**src/rtl/avalon_arb_pkg.sv**
```systemverilog
// rtl/avalon_arb_pkg.sv - shared types and constants for the Avalon burst arbiter
// Contents: arb_state_e (IDLE, WR, RD_CMD, RD_DATA), requester indices REQ_DCACHE / REQ_ICACHE.
package avalon_arb_pkg;

  typedef enum logic [1:0] {
    IDLE    = 2'd0,
    WR      = 2'd1,
    RD_CMD  = 2'd2,
    RD_DATA = 2'd3
  } arb_state_e;

  localparam logic REQ_DCACHE = 1'b0;
  localparam logic REQ_ICACHE = 1'b1;

endpackage

```
**src/rtl/avalon_arb_pick.sv**
```systemverilog
// rtl/avalon_arb_pick.sv - combinational two-way winner select
// Ports: pending0_i/pending1_i request pending, last_grant_i previous winner,
//        grant_valid_o any request pending, grant_idx_o winning requester.
// Build option: AVALON_ARB_ROUND_ROBIN_EN selects round-robin tie break;
//               otherwise requester 0 wins every tie.
module avalon_arb_pick (
  input  logic pending0_i,
  input  logic pending1_i,
  input  logic last_grant_i,
  output logic grant_valid_o,
  output logic grant_idx_o
);
  import avalon_arb_pkg::*;

  always_comb begin
    grant_valid_o = pending0_i | pending1_i;
    grant_idx_o   = REQ_DCACHE;
`ifdef AVALON_ARB_ROUND_ROBIN_EN
    // Tie goes to whoever did not win last time.
    if (pending0_i && pending1_i) begin
      grant_idx_o = ~last_grant_i;
    end else if (pending1_i) begin
      grant_idx_o = REQ_ICACHE;
    end
`else
    if (pending1_i && !pending0_i) begin
      grant_idx_o = REQ_ICACHE;
    end
`endif
  end

`ifndef AVALON_ARB_ROUND_ROBIN_EN
  // Fixed priority ignores the grant history.
  logic unused_last_grant;
  assign unused_last_grant = last_grant_i;
`endif

endmodule

```
**src/rtl/avalon_burst_arbiter.sv**
```systemverilog
// rtl/avalon_burst_arbiter.sv - two-requester Avalon-MM burst arbiter (D-cache = 0, I-cache = 1)
// Ports: rqN_* Avalon-MM burst slave ports of requester N (address, burstcount, read,
//        write, writedata in; waitrequest, readdata, readdatavalid out);
//        mem_* Avalon-MM burst master port toward the memory controller.
// Grant is held for a whole burst (all write beats accepted / all read beats returned).
// Build option: AVALON_ARB_ROUND_ROBIN_EN (round-robin ties, handled in avalon_arb_pick).
module avalon_burst_arbiter
  import avalon_arb_pkg::*;
#(
  parameter int ADDR_WIDTH  = 32,
  parameter int BURST_WIDTH = 7,
  parameter int DATA_WIDTH  = 32
) (
  input  logic                   clk,
  input  logic                   rst_n,
  input  logic [ADDR_WIDTH-1:0]  rq0_address,
  input  logic [BURST_WIDTH-1:0] rq0_burstcount,
  input  logic                   rq0_read,
  input  logic                   rq0_write,
  input  logic [DATA_WIDTH-1:0]  rq0_writedata,
  output logic                   rq0_waitrequest,
  output logic [DATA_WIDTH-1:0]  rq0_readdata,
  output logic                   rq0_readdatavalid,
  input  logic [ADDR_WIDTH-1:0]  rq1_address,
  input  logic [BURST_WIDTH-1:0] rq1_burstcount,
  input  logic                   rq1_read,
  input  logic                   rq1_write,
  input  logic [DATA_WIDTH-1:0]  rq1_writedata,
  output logic                   rq1_waitrequest,
  output logic [DATA_WIDTH-1:0]  rq1_readdata,
  output logic                   rq1_readdatavalid,
  output logic [ADDR_WIDTH-1:0]  mem_address,
  output logic [BURST_WIDTH-1:0] mem_burstcount,
  output logic                   mem_read,
  output logic                   mem_write,
  output logic [DATA_WIDTH-1:0]  mem_writedata,
  input  logic                   mem_waitrequest,
  input  logic                   mem_readdatavalid,
  input  logic [DATA_WIDTH-1:0]  mem_readdata
);

  localparam logic [BURST_WIDTH-1:0] BEAT_ONE = BURST_WIDTH'(1);

  arb_state_e             state_q, state_d;
  logic                   owner_q, owner_d;
  logic                   last_grant_q, last_grant_d;
  logic [BURST_WIDTH-1:0] beats_left_q, beats_left_d;

  logic grant_valid;
  logic grant_idx;

  avalon_arb_pick u_pick (
    .pending0_i    (rq0_read | rq0_write),
    .pending1_i    (rq1_read | rq1_write),
    .last_grant_i  (last_grant_q),
    .grant_valid_o (grant_valid),
    .grant_idx_o   (grant_idx)
  );

  // Owner's request signals, muxed once and shared by next-state and output logic.
  logic                   own_read, own_write;
  logic [ADDR_WIDTH-1:0]  own_address;
  logic [BURST_WIDTH-1:0] own_burstcount;
  logic [DATA_WIDTH-1:0]  own_writedata;

  assign own_read       = owner_q ? rq1_read       : rq0_read;
  assign own_write      = owner_q ? rq1_write      : rq0_write;
  assign own_address    = owner_q ? rq1_address    : rq0_address;
  assign own_burstcount = owner_q ? rq1_burstcount : rq0_burstcount;
  assign own_writedata  = owner_q ? rq1_writedata  : rq0_writedata;

  always_comb begin
    state_d      = state_q;
    owner_d      = owner_q;
    last_grant_d = last_grant_q;
    beats_left_d = beats_left_q;
    case (state_q)
      IDLE: begin
        if (grant_valid) begin
          owner_d      = grant_idx;
          last_grant_d = grant_idx;
          beats_left_d = grant_idx ? rq1_burstcount : rq0_burstcount;
          // A requester asserting read and write together is treated as a write.
          state_d      = (grant_idx ? rq1_write : rq0_write) ? WR : RD_CMD;
        end
      end
      WR: begin
        if (own_write && !mem_waitrequest) begin
          beats_left_d = beats_left_q - BEAT_ONE;
          if (beats_left_q == BEAT_ONE) begin
            state_d = IDLE;
          end
        end
      end
      RD_CMD: begin
        if (own_read && !mem_waitrequest) begin
          state_d = RD_DATA;
        end
      end
      RD_DATA: begin
        if (mem_readdatavalid) begin
          beats_left_d = beats_left_q - BEAT_ONE;
          if (beats_left_q == BEAT_ONE) begin
            state_d = IDLE;
          end
        end
      end
      default: state_d = IDLE;
    endcase
  end

  always_ff @(posedge clk or negedge rst_n) begin
    if (!rst_n) begin
      state_q      <= IDLE;
      owner_q      <= REQ_DCACHE;
      last_grant_q <= REQ_ICACHE;
      beats_left_q <= '0;
    end else begin
      state_q      <= state_d;
      owner_q      <= owner_d;
      last_grant_q <= last_grant_d;
      beats_left_q <= beats_left_d;
    end
  end

  // Outputs decode straight from state_q so an asynchronous reset takes effect at once.
  logic own_wait;
  logic rd_beat;

  always_comb begin
    mem_address    = own_address;
    mem_burstcount = own_burstcount;
    mem_writedata  = own_writedata;
    // Strobes are qualified by state so a stray strobe of the wrong kind never leaks out.
    mem_write      = (state_q == WR) && own_write;
    mem_read       = (state_q == RD_CMD) && own_read;
    own_wait       = ((state_q == WR) || (state_q == RD_CMD)) ? mem_waitrequest : 1'b1;
    rq0_waitrequest = (owner_q == REQ_DCACHE) ? own_wait : 1'b1;
    rq1_waitrequest = (owner_q == REQ_ICACHE) ? own_wait : 1'b1;
    rd_beat         = (state_q == RD_DATA) && mem_readdatavalid;
    rq0_readdatavalid = rd_beat && (owner_q == REQ_DCACHE);
    rq1_readdatavalid = rd_beat && (owner_q == REQ_ICACHE);
    rq0_readdata      = mem_readdata;
    rq1_readdata      = mem_readdata;
  end

endmodule

```
**config.mk**
```make
export PLATFORM = sky130hd
export DESIGN_NAME = avalon_burst_arbiter
export DESIGN_NICKNAME = d
export VERILOG_FILES = /design/src/rtl/avalon_arb_pkg.sv /design/src/rtl/avalon_arb_pick.sv /design/src/rtl/avalon_burst_arbiter.sv
export SDC_FILE = /design/constraint.sdc
export NUM_CORES = 1
export LEC_CHECK = 0
export BUFFER_PORTS_ARGS = -buffer_cell sky130_fd_sc_hd__buf_2
export CAP_MARGIN = 5
export CORE_AREA = 5 5 121 123
export DETAILED_ROUTE_END_ITERATION = 6
export DIE_AREA = 0 0 126 128
export REMOVE_ABC_BUFFERS = 1
export SYNTH_ARGS = -nofsm -noshare
export SYNTH_HDL_FRONTEND = slang
export SYNTH_SLANG_ARGS = --single-unit
```
**constraint.sdc**
```tcl
create_clock -name clk -period 1.8 [get_ports clk]
set_input_delay 0.36 -clock clk [delete_from_list [all_inputs] [get_ports clk]]
set_output_delay 0.36 -clock clk [all_outputs]
set_load 0.02 [all_outputs]
```
## Yosys cells after proc, flatten, opt, wreduce, memory -nomap -nowiden

Cells that the tools add are included.

- Word-level logic and storage cells: 54
- Output and inout port bits: 141
- Bits in registers: 10
- Input port bits: 182

- Reductions and logical operators: 16
- $add $sub $neg: 1
- Eq/ne operators: 8
- Bitwise logic cells: 4
- Multiplexer cells: 22

Operators with widths:

| cell | number |
|---|---|
| $mux W32 | 2 |
| $mux W7 | 5 |
| $pmux W7 S3 | 1 |
| $mux W2 | 6 |
| $logic_and A1 B1 Y1 | 8 |
| $ne A2 B2 Y1 const B | 4 |
| $pmux W2 S4 | 1 |
| $reduce_and A4 Y1 | 2 |
| $eq A7 B1 Y1 const B | 1 |
| $mux W1 | 7 |
| $sub A7 B1 Y7 const B | 1 |
| $eq A2 B2 Y1 const B | 2 |
| $or A1 B1 Y1 | 3 |
| $reduce_bool A3 Y1 | 1 |
| $eq A2 B1 Y1 const B | 1 |
| $logic_not A1 Y1 | 2 |
| $logic_not A2 Y1 | 1 |
| $reduce_and A2 Y1 | 1 |
| $logic_or A1 B1 Y1 | 1 |
| $not A1 Y1 | 1 |

## Longest topological paths before layout

- Depth in word-level cells: 8
- Depth in mapped cells: 7
- Gate-level depth less buffers: 6

## Modules after synthesis

From an unflattened synthesis, not the netlist that was laid out.

- Cells, all modules: 246
- Area, all modules: 2,243.4 um^2

By module, submodules not included:

| module | sequential area each (um^2) | cells an instance | times used | area each (um^2) |
|---|---|---|---|---|
| avalon_burst_arbiter | 276.5 | 244 | 1 | 2,230.9 |
| avalon_arb_pick | 0.0 | 2 | 1 | 12.5 |

## Least setup slack after synthesis

OpenSTA, ideal clock, no wires.

- Path kind: register to register
- Start: register state_q[1]
- End: register beats_left_q[3]
- Buffers on the path: 1
- Setup slack: -0.007 ns
- Required time: 1.679 ns
- Clock period less this slack: 1.807 ns
- Arrival: 1.686 ns
- Stages on the path, launching flop included: 7
- Setup time: 0.121 ns
- Path through: dfrtp_1 > inv_1 > ha_1 > or2_2 > clkbuf_1 > a211o_1 > a22o_2

- Cells in the longest elaborated chain, start to end: 3
- Elaborated cells between the ends (all ways): 9
- Those cells by class: eq/ne: 5; mux: 1; reduce/logical: 3

RTL lines:

| what | RTL line | text |
|---|---|---|
| start: declaration | avalon_burst_arbiter.sv:44 | `arb_state_e state_q, state_d;` |
| start signal: assignment | avalon_burst_arbiter.sv:119 | `state_q <= state_d;` |
| $eq A2 B1 Y1 (tied with other cells) | avalon_burst_arbiter.sv:77 | `case (state_q)` |
| $ne A2 B2 Y1 (no line) or $reduce_bool A3 Y1 (tied branches) | n/a |  |
| $reduce_and A4 Y1 (no line) | n/a |  |
| end signal: assignment | avalon_burst_arbiter.sv:122 | `beats_left_q <= beats_left_d;` |
| end: declaration | avalon_burst_arbiter.sv:47 | `logic [BURST_WIDTH-1:0] beats_left_q, beats_left_d;` |

Parallel ways exist; a longest one is shown, timed or not.
A chain may end at the register's enable or synchronous reset.

## Worst setup path in the final report

- Start: register owner_q
- End: output rq0_waitrequest

- Cells in the longest elaborated chain, start to end: 1

RTL lines:

| what | RTL line | text |
|---|---|---|
| start: declaration | avalon_burst_arbiter.sv:45 | `logic owner_q, owner_d;` |
| start signal: assignment | avalon_burst_arbiter.sv:120 | `owner_q <= owner_d;` |
| $mux W1 | avalon_burst_arbiter.sv:138 | `rq0_waitrequest = (owner_q == REQ_DCACHE) ? own_wait : 1'b1;` |
| end: declaration | avalon_burst_arbiter.sv:21 | `output logic rq0_waitrequest,` |

Every way passes these cells.

==> metrics.txt <==
Final Max Slew Viols 0; crit share post-route 1.05; worst vdd ir 601 µV; initial antenna violation count 7; Cell Chain, Critical Path buf_6 > buf_6 > or3b_4 > buf_6; distinct cell type count of the synthesized netlist 42; slowest stage delay, CP 0.50 ns; Mapped Cells 251; Via Count 2693; Setup violations, final 70; WL/cell 24.6 µm; number of flops mapped to enable cells by yosys 0; worst slew pin tran 0.469 ns; Initial DRT Pass Iterations 4; critical path class reg2out; clk sink count 10; most used cell, CP buf_6; DR DRC count 0; Setup Skew 0.00262 ns; CTS tree built; Initial Utilization 0.168; syn_area_per_cell 9.07 µm²; DR iter-0 viols 67; Total Wirelength 15200 µm; count of input and output buffers 226; Main synth FF type dfrtp_1; Remaining Overflow, GRT 0; RSZ-0062 raised after global routing yes; first-pass GRT wire length 20400 µm; die area 16100 µm²; part of the power in the clock network 0.092; worst min-delay path class reg2reg; Layout Nets 626; Slew headroom 0.686; FMAX 530 MHz; Layout area overhead 63.8%; htree depth 1; clk root buf clkbuf_16; CTS Buffer Depth 2; crit path max-delay cell type dfrtp_4; ys async rst share 1.00; final RePlAce weighted congestion 0.856; largest net degree at the start of global routing 21; CP Buf/Inv Count 3; number of global-route vias before repair 2888; Post-Syn Area 2280 µm²; All-Layer GR Usage 0.175; Setup crit start kind register; NetSw 0.00216 W; critical path's top delay family flip-flops; run status finished, violations left; worst setup margin -0.0877 ns; number of vias per cell 4.36; Core ar. 13600 µm²; synthesis-stage register bit count 10; # rows 43; failing checks negative setup slack; ANT nets after route 0; max-capacitance violation count 0; Final Hold Fails 0; die width 126 µm; pre-CTS setup slack -0.0181 ns; Cell Int Power 0.00272 W; share of cells above drive strength 1 0.807; Logic pwr share 0.819; setup_tns -2.48 ns; CTS buffer count 3; Ports 323; final worst path period need 1.89 ns; sequential area share after synthesis 0.110; CP Max Fanout 5; Crit path required time 1.44 ns; CTS clk-pin slew, worst paths 0.04 ns; Die H 128 µm; Power Dens Cells 1310 nW/µm²; Switching Share 0.442; Critical Path AT 1.53 ns; Pleak 1.83 nW; later-pin clock latency in the skew report 0.24 ns; HPWL Detailed 13100 µm; Crit. End Element output port; Flop pwr share 0.089; yosys warns 0; Fillers 1507
-- worst reg2reg max path, delay by kind of cell (launching register included) --
family	cells	cell delay, ns
adders and majority gates	1	0.17
AOI/OAI and AO/OA	3	0.83
and+or+nand+nor	1	0.14
buffers and inverters	1	0.15
DFF	1	0.37
-- layer usage --
layer  vias to the layer above  share of wire  track usage  routed length (µm)
li1                       1215              -            -                   -
met1                      1232           0.43        0.230                6510
met2                       225           0.41        0.241                6200
met3                        13           0.15        0.123                2340
met4                         8         0.0030       0.0126                  46
met5                         -         0.0053       0.0310                  80
-- layout make-up --
cell class	count	area [µm²]	area share
Clock buffer	4	88.8	0.0238
Antenna cell	2	5.00	0.00134
Sequential cell	10	254	0.0681
Timing Repair Buffer	256	1600	0.429
Tap cell	180	225	0.0604
Inverter	6	22.5	0.00604
Multi-Input combinational cell	159	1540	0.411
-- cell families (layout without fill, tap and decap cells) --
| family | count (synthesis) | count (layout) | synth area share |
|---|---|---|---|
| compound gates | 37 | 37 | 0.125 |
| flops | 10 | 10 | 0.110 |
| fa+ha+maj | 8 | 8 | 0.0440 |
| mux | 76 | 76 | 0.375 |
| buf+inv | 82 | 266 | 0.243 |
| simple gates | 38 | 38 | 0.102 |
| other cells | 0 | 2 | 0 |
-- Yosys cell counts, types with 2 or more instances --
cell type / count / area share
a21oi_1: 7 / 0.015
a22o_1: 2 / 0.0077
a31o_2: 2 / 0.0077
a31oi_1: 3 / 0.0082
and3_1: 2 / 0.0055
buf_2: 5 / 0.011
buf_4: 64 / 0.21
clkbuf_1: 7 / 0.012
dfrtp_1: 10 / 0.11
ha_1: 8 / 0.044
inv_1: 6 / 0.0099
mux2_2: 71 / 0.35
mux2i_1: 4 / 0.018
nand2_1: 4 / 0.0066
nand2b_1: 3 / 0.0082
nand3_1: 6 / 0.013
nand3b_1: 2 / 0.0066
nor2_1: 6 / 0.0099
nor2b_1: 2 / 0.0055
nor3_1: 3 / 0.0066
o21ai_0: 9 / 0.020
o31ai_1: 2 / 0.0066
o32ai_1: 2 / 0.0077
or2_2: 3 / 0.0082
-- per-stage QoR --
step | instances | util | hold slack (ns) | power (W) | cell area [µm²]
after global placement | 592 | 0.236 | 0.239 | 0.00362 | 3200
final | 617 | 0.275 | 0.518 | 0.00488 | 3730
after detailed placement | 592 | 0.236 | 0.241 | 0.00363 | 3200
after floorplan | 175 | - | 0.0644 | 0.00257 | 1750
after global routing | 615 | 0.275 | 0.543 | 0.00519 | 3730
after CTS | 608 | 0.259 | 0.511 | 0.00451 | 3510
-- sequential cells by signal, summed over array words and instances (netlist names) --
signal and cells:
beats_left_q 7, state_q 2, owner_q 1
-- placed cells by master (no fill, tap or decap), types with 2 or more instances in the layout --
| cell type | n |
|---|---|
| buf_2 | 194 |
| mux2_2 | 67 |
| buf_4 | 34 |
| buf_6 | 21 |
| dfrtp_1 | 9 |
| o21ai_0 | 8 |
| a21oi_1 | 7 |
| inv_1 | 6 |
| nand3_1 | 6 |
| mux2_4 | 5 |
| nor2_1 | 5 |
| ha_1 | 5 |
| clkbuf_16 | 5 |
| nand2_1 | 4 |
| mux2i_1 | 3 |
| a31oi_1 | 3 |
| nand2b_1 | 3 |
| nor3_1 | 3 |
| diode_2 | 2 |
| nand3b_1 | 2 |
| and3_1 | 2 |
| or2_2 | 2 |
| o31ai_1 | 2 |
| a22o_1 | 2 |
| a31o_2 | 2 |
| o32ai_1 | 2 |
| ha_2 | 2 |
| buf_8 | 2 |
-- path summary, 6_finish.rpt --
| kind | from | to | slack, ns | depth (start not counted) |
|---|---|---|---|---|
| min in group asynchronous | rst_n | beats_left_q[0] | 0.54 | 2 |
| max | owner_q | rq0_waitrequest | -0.09 | 4 |
| min | beats_left_q[5] | beats_left_q[5] | 0.52 | 1 |
| max in group asynchronous | rst_n | owner_q | 1.02 | 2 |
| min reg2reg | beats_left_q[5] | beats_left_q[5] | 0.52 | 1 |
| max reg2reg | state_q[0] | beats_left_q[3] | 0.03 | 6 |
-- repair_timing --
item,CTS,global route
endpoints found under the hold margin,10,0
buffers inserted,11,4
resized for setup,33,45
hold buffers,1,0
pin swaps,2,4
setup endpoints to repair,72,82
gates cloned,1,3
-- power by group through the flow --
stage,Sequential (W),Clock [W],Combinational [W]
after CTS,0.000429,0.000453,0.00362
after floorplan,0.000609,0,0.00196
final,0.000433,0.000451,0.00400
after detailed placement,0.000461,0,0.00316
after global routing,0.000447,0.000470,0.00427
after global placement,0.000464,0,0.00316
Note: power is estimated with default switching activity, not from simulation.
